===== config.mk =====
export PLATFORM = sky130hd
export DESIGN_NAME = bcd_conv_arb
export DESIGN_NICKNAME = d
export VERILOG_FILES = /design/src/rtl/bcd_conv_arb_pkg.sv /design/src/rtl/bcd_conv_arb_rr_pick.sv /design/src/rtl/bcd_conv_arb.sv
export SDC_FILE = /design/constraint.sdc
export NUM_CORES = 1
export LEC_CHECK = 0
export ABC_AREA = 1
export CELL_PAD_IN_SITES_DETAIL_PLACEMENT = 1
export CELL_PAD_IN_SITES_GLOBAL_PLACEMENT = 2
export CORE_AREA = 2 2 115 117
export CTS_CLUSTER_SIZE = 28
export DETAILED_ROUTE_END_ITERATION = 12
export DIE_AREA = 0 0 117 119
export GPL_TIMING_DRIVEN = 0
export HOLD_SLACK_MARGIN = 0.1
export PLACE_DENSITY_LB_ADDON = 0.15
export SETUP_SLACK_MARGIN = 0.02
export SYNTH_ARGS = -nofsm -noshare
export SYNTH_HDL_FRONTEND = slang
export SYNTH_HIERARCHICAL = 1
export SYNTH_SLANG_ARGS = --single-unit

===== constraint.sdc =====
create_clock -name clk -period 2.9 [get_ports clk]
set_input_delay 0.58 -clock clk [delete_from_list [all_inputs] [get_ports clk]]
set_output_delay 0.58 -clock clk [all_outputs]
set_load 0.01 [all_outputs]

===== src/rtl/bcd_conv_arb_pkg.sv =====
// Shared definitions for the BCD converter arbiter: FSM state encoding and
// operand/BCD constants used by the top level and the testbench model.
package bcd_conv_arb_pkg;

    // Operand width of every requester and of the shared converter.
    localparam int OPERAND_W = 16;

    // Largest binary value that fits in four BCD digits.
    localparam logic [OPERAND_W-1:0] BCD_MAX = 16'd9999;

    // Saturated BCD result reported for out-of-range operands.
    localparam logic [OPERAND_W-1:0] BCD_SAT = 16'h9999;

    // One-hot controller states.
    typedef enum logic [5:0] {
        IDLE  = 6'b000001,
        SETUP = 6'b000010,
        START = 6'b000100,
        WAIT  = 6'b001000,
        CAPT  = 6'b010000,
        RESP  = 6'b100000
    } state_e;

endpackage


===== src/rtl/bcd_conv_arb_rr_pick.sv =====
// rr_pick: combinational round-robin winner selection.
// Searches upward from last_grant+1 (wrapping modulo N_REQ) and returns the
// first active requester; any_req flags that at least one request is present.
module rr_pick #(
    parameter int N_REQ = 4,
    parameter int IDX_W = 2
) (
    input  logic [N_REQ-1:0] req,
    input  logic [IDX_W-1:0] last_grant,
    output logic [IDX_W-1:0] grant,
    output logic             any_req
);

    // Rotating priority search starting just above the previous winner.
    always_comb begin
        int   idx;
        logic found;
        grant = '0;
        found = 1'b0;
        idx   = 0;
        for (int off = 1; off <= N_REQ; off++) begin
            idx = int'(last_grant) + off;
            if (idx >= N_REQ) begin
                idx = idx - N_REQ;
            end
            if (!found && req[idx[IDX_W-1:0]]) begin
                found = 1'b1;
                grant = idx[IDX_W-1:0];
            end
        end
    end

    assign any_req = |req;

endmodule


===== src/rtl/bcd_conv_arb.sv =====
// bcd_conv_arb: round-robin arbiter that shares one binary-to-BCD converter
// among N_REQ requesters. Operands above 9999 bypass the converter and are
// answered with a saturated result and rsp_err.
// Optional feature: define BCD_ARB_TIMEOUT_EN to add a watchdog in WAIT that
// aborts a conversion after TIMEOUT_CYC cycles without conv_done.
module bcd_conv_arb
    import bcd_conv_arb_pkg::*;
#(
    parameter int N_REQ       = 4,
    parameter int TIMEOUT_CYC = 64
) (
    input  logic                   clk,
    input  logic                   rst_n,
    input  logic [N_REQ-1:0]       req,
    input  logic [N_REQ*16-1:0]    req_data,
    output logic [N_REQ-1:0]       rsp_valid,
    output logic [15:0]            rsp_bcd,
    output logic                   rsp_err,
    output logic                   conv_en,
    output logic [15:0]            conv_data,
    input  logic                   conv_done,
    input  logic [15:0]            conv_bcd,
    output logic                   busy
);

    localparam int IDX_W = (N_REQ > 1) ? $clog2(N_REQ) : 1;

    state_e                 state_reg;
    state_e                 state_next;
    logic [IDX_W-1:0]       winner_reg;
    logic [IDX_W-1:0]       last_grant_reg;
    logic [OPERAND_W-1:0]   conv_data_reg;
    logic [OPERAND_W-1:0]   rsp_bcd_reg;
    logic                   rsp_err_reg;
    logic [IDX_W-1:0]       grant_idx;
    logic                   any_req;
    logic                   timeout;
    logic [OPERAND_W-1:0]   operand_arr [N_REQ];

    // Unpack the flat operand bus into one word per requester.
    for (genvar gi = 0; gi < N_REQ; gi++) begin : g_operand
        assign operand_arr[gi] = req_data[16*gi +: 16];
    end

    rr_pick #(
        .N_REQ (N_REQ),
        .IDX_W (IDX_W)
    ) u_rr_pick (
        .req        (req),
        .last_grant (last_grant_reg),
        .grant      (grant_idx),
        .any_req    (any_req)
    );

`ifdef BCD_ARB_TIMEOUT_EN
    localparam int WD_W = $clog2(TIMEOUT_CYC + 1);

    logic [WD_W-1:0] wd_cnt_reg;

    // The conversion is abandoned on the last allowed WAIT cycle unless
    // conv_done shows up in that same cycle.
    assign timeout = (state_reg == WAIT) && !conv_done &&
                     (wd_cnt_reg == WD_W'(TIMEOUT_CYC - 1));

    // Watchdog counts WAIT cycles and is cleared in every other state.
    always_ff @(posedge clk or negedge rst_n) begin
        if (!rst_n) begin
            wd_cnt_reg <= '0;
        end else if (state_reg == WAIT) begin
            wd_cnt_reg <= wd_cnt_reg + 1'b1;
        end else begin
            wd_cnt_reg <= '0;
        end
    end
`else
    assign timeout = 1'b0;
`endif

    // State register.
    always_ff @(posedge clk or negedge rst_n) begin
        if (!rst_n) begin
            state_reg <= IDLE;
        end else begin
            state_reg <= state_next;
        end
    end

    // Next-state logic and the state-decoded strobes.
    always_comb begin
        state_next = state_reg;
        conv_en    = 1'b0;
        busy       = 1'b1;
        unique case (state_reg)
            IDLE: begin
                busy = 1'b0;
                if (any_req) begin
                    state_next = SETUP;
                end
            end
            SETUP: begin
                // Out-of-range operands never reach the converter.
                if (conv_data_reg > BCD_MAX) begin
                    state_next = RESP;
                end else begin
                    state_next = START;
                end
            end
            START: begin
                conv_en    = 1'b1;
                state_next = WAIT;
            end
            WAIT: begin
                if (conv_done) begin
                    state_next = CAPT;
                end else if (timeout) begin
                    state_next = RESP;
                end
            end
            CAPT: begin
                state_next = RESP;
            end
            RESP: begin
                state_next = IDLE;
            end
            default: begin
                state_next = IDLE;
            end
        endcase
    end

    // Transaction datapath: latch winner/operand, capture result, rotate priority.
    always_ff @(posedge clk or negedge rst_n) begin
        if (!rst_n) begin
            winner_reg     <= '0;
            last_grant_reg <= IDX_W'(N_REQ - 1);
            conv_data_reg  <= '0;
            rsp_bcd_reg    <= '0;
            rsp_err_reg    <= 1'b0;
        end else begin
            unique case (state_reg)
                IDLE: begin
                    if (any_req) begin
                        winner_reg    <= grant_idx;
                        conv_data_reg <= operand_arr[grant_idx];
                    end
                end
                SETUP: begin
                    if (conv_data_reg > BCD_MAX) begin
                        rsp_bcd_reg <= BCD_SAT;
                        rsp_err_reg <= 1'b1;
                    end
                end
                WAIT: begin
                    if (!conv_done && timeout) begin
                        rsp_bcd_reg <= '0;
                        rsp_err_reg <= 1'b1;
                    end
                end
                CAPT: begin
                    rsp_bcd_reg <= conv_bcd;
                    rsp_err_reg <= 1'b0;
                end
                RESP: begin
                    last_grant_reg <= winner_reg;
                    rsp_err_reg    <= 1'b0;
                end
                default: begin
                end
            endcase
        end
    end

    // One-hot response strobe to the winning requester only.
    for (genvar gi = 0; gi < N_REQ; gi++) begin : g_rsp_valid
        assign rsp_valid[gi] = (state_reg == RESP) && (winner_reg == IDX_W'(gi));
    end

    assign rsp_bcd   = rsp_bcd_reg;
    assign rsp_err   = rsp_err_reg;
    assign conv_data = conv_data_reg;

endmodule


==> metrics.txt <==
Reg2Reg Depth 15; period utilization 90.7%; Hold Vio Cnt, Final 0; DRC 0; Multi-input gate area 1350 um2; Die X 117 um; Layout area overhead 63.6%; Hold Crit Class input pin to asynchronous set/reset pin; DP HPWL 7.68 mm; flops & latches, synth 43; most frequent cells in the layout clkdlybuf4s50_1, nor2_1, nand2_1, o21ai_0, dfrtp_1; syn avg cell area 7.34 um2; final setup vio count 0; Critical Path End rsp_valid[3]; met3 Usage GRT 4.27%; row count 42; met2 GRT Util 25.5%; Clock Tree Buf Depth 2; vias in the first global route 3049; worst-path fanout max 4; # fillers 1577; r2r startpoint last_grant_reg[0]; Layout Cells excl Fill 670; register area 1080 um2; CP endpoint kind primary output; Psw 2.36 mW; via count 2861; worst path cell trace nor2_1 -> nand4_1 -> inv_1 -> nand2_1 -> nor2_1 -> clkdlybuf4s50_1; Int Pwr 2.56 mW; Syn Inst Count 358; CP startpoint kind flop; Pins Over Slew Limit 0; RSZ-0062 raised after global routing no; critical path data arrival time 2050 ps; RR Endpoint conv_data[9]; RePlAce Congestion 0.741; GR Util All Layers 14.5%; CTS Hold Buffers Added 0; Initial Util 20.4%; Gate power share 65.8%; post-synthesis cell type count 28; total wire length 9.78 mm; Worst path depth 6; Most Crowded Layer GR met2; cell area after synthesis 2630 um2; flop2flop setup slack 410 ps; Pwr per Cell Area 1140 nW/um2; outcome finished clean; Port Buffer Count 125; met1 Resource Use GR 17.3%; sequential-to-total area share from yosys stat 41.1%; initial antenna violation count 0; Clock Latency Late Sink 290 ps; Ant. Diodes 0; YS warnings 6; share of cells above drive strength 1 13.2%; CP top delay family simple AND/OR/NAND/NOR gates; Critical path buffers and inverters 2; Worst Hold Margin 206 ps; VDD IR max 431 uV; Reg power frac 21.0%; Peak Freq 380 MHz; Worst path most repeated cell nor2_1; CTS clock-pin slew for the worst setup and hold paths 70 ps; H-tree depth 2; DR WL/cell 14.6 um; largest incremental delay on the critical path 550 ps; boundary pin count 126; Clk pwr share 13.3%; Die Y 119 um; Worst-Margin Slew 588 ps; CTS Buf Count 5; Root Buffer clkbuf_16; Critical path origin state_reg[1]; Final TNS setup 0 ps; Total Power 4.92 mW; fin nets 580; WS Path Type flop to primary output; WP data required 2320 ps; P_leak 1.90 nW; first-iteration detailed-routing DRC count 66; Final ANT Viol Nets 0; first-pass GRT wire length 15.7 mm; placed cell count 660; slowest CP cell clkdlybuf4s50_1; commonest non-fill, non-tap cell in the layout clkdlybuf4s50_1; die area 13900 um2; Sw Ratio 48.0%; clock sinks 43; Core Area 12900 um2; CTS tree done; total grt overflow 0; Vias/cell 4.27; MaxCap Viol Count 0; final worst path period need 2630 ps; largest net degree at the start of global routing 29; skew final 10.1 ps; DR pass1 iterations 4; Slew Limit Headroom 60.8%; Synthesized Nets 445
## through the flow
step                instance area, um2  util, %  setup slack [ps]
detailed placement                4110     32.0             -28.9
global route                      4300     33.4               103
floorplan                         2630        -               916
finish                            4300     33.4               270
CTS                               4280     33.3               104
global placement                  4100     31.8              -138
## worst min-delay path by stage
stage | start | slack [ps] | endpoint
3_3_place_gp | last_grant_reg[0] | 460 | last_grant_reg[0]
3_5_place_dp | last_grant_reg[0] | 470 | last_grant_reg[0]
2_1_floorplan | rst_n | 280 | conv_data[0]
5_1_grt | rst_n | 220 | rsp_bcd[15]
6_report | rst_n | 210 | rsp_bcd[3]
4_1_cts | rst_n | 220 | rsp_bcd[3]
## power by group through the flow
stage	Clock (mW)	Sequential, mW	Combinational [mW]
2_1_floorplan	0	1.10	1.97
3_3_place_gp	0	1.04	3.29
3_5_place_dp	0	1.04	3.33
4_1_cts	0.677	1.04	3.34
5_1_grt	0.702	1.07	3.71
6_report	0.653	1.03	3.24
## routing by layer
layer / routed length [um] / vias up
li1: - / 1429
met1: 4110 / 1361
met2: 4970 / 67
met3: 613 / 4
met4: 76 / 0
met5: 0 / -
## cells by family after synthesis
kind of cell	after synthesis	share of synthesized area [%]
compound gates	61	12.6
buf+inv	41	7.38
flops	43	41.1
simple gates	213	39.0
## Yosys cell counts (all sizes together)
cell type | n | area [um2]
a31oi | 13 | 81.3
dfstp | 3 | 78.8
o21ai | 42 | 210
buf | 14 | 87.6
nand2 | 84 | 390
clkbuf | 3 | 11.3
inv | 24 | 95.1
nor2 | 86 | 373
a21oi | 2 | 13.8
o22ai | 4 | 25.0
dfrtp | 40 | 1000
or2 | 8 | 50.1
nand3b | 2 | 15.0
nand4 | 6 | 37.5
nand3 | 27 | 158
## worst register-to-register path, cell delays in order (launching register included)
cell	delay (ps)
dfstp_2	540
buf_6	140
inv_6	60
nand2_2	60
nand2_2	80
nand2_2	80
nand2_4	70
nor2_8	130
nand2_2	60
nand3_2	60
nand2_1	50
buf_2	150
inv_1	110
clkbuf_1	420
o21ai_0	230
a31oi_1	190
## cell type report
cell class | instances | share of cell area, %
multi-input combinational | 274 | 31.5
sequential | 43 | 25.1
clock buffer | 5 | 2.91
clock inverter | 3 | 1.02
buffer | 17 | 2.30
inverter | 24 | 2.21
tap | 176 | 5.12
timing repair buffer | 128 | 29.8
## what timing repair did
action                     4_1_cts  5_1_grt
setup buffers                    0        2
setup endpoints to repair        0        4
resized for setup                0        0
Power figures use the tool's default switching activity.
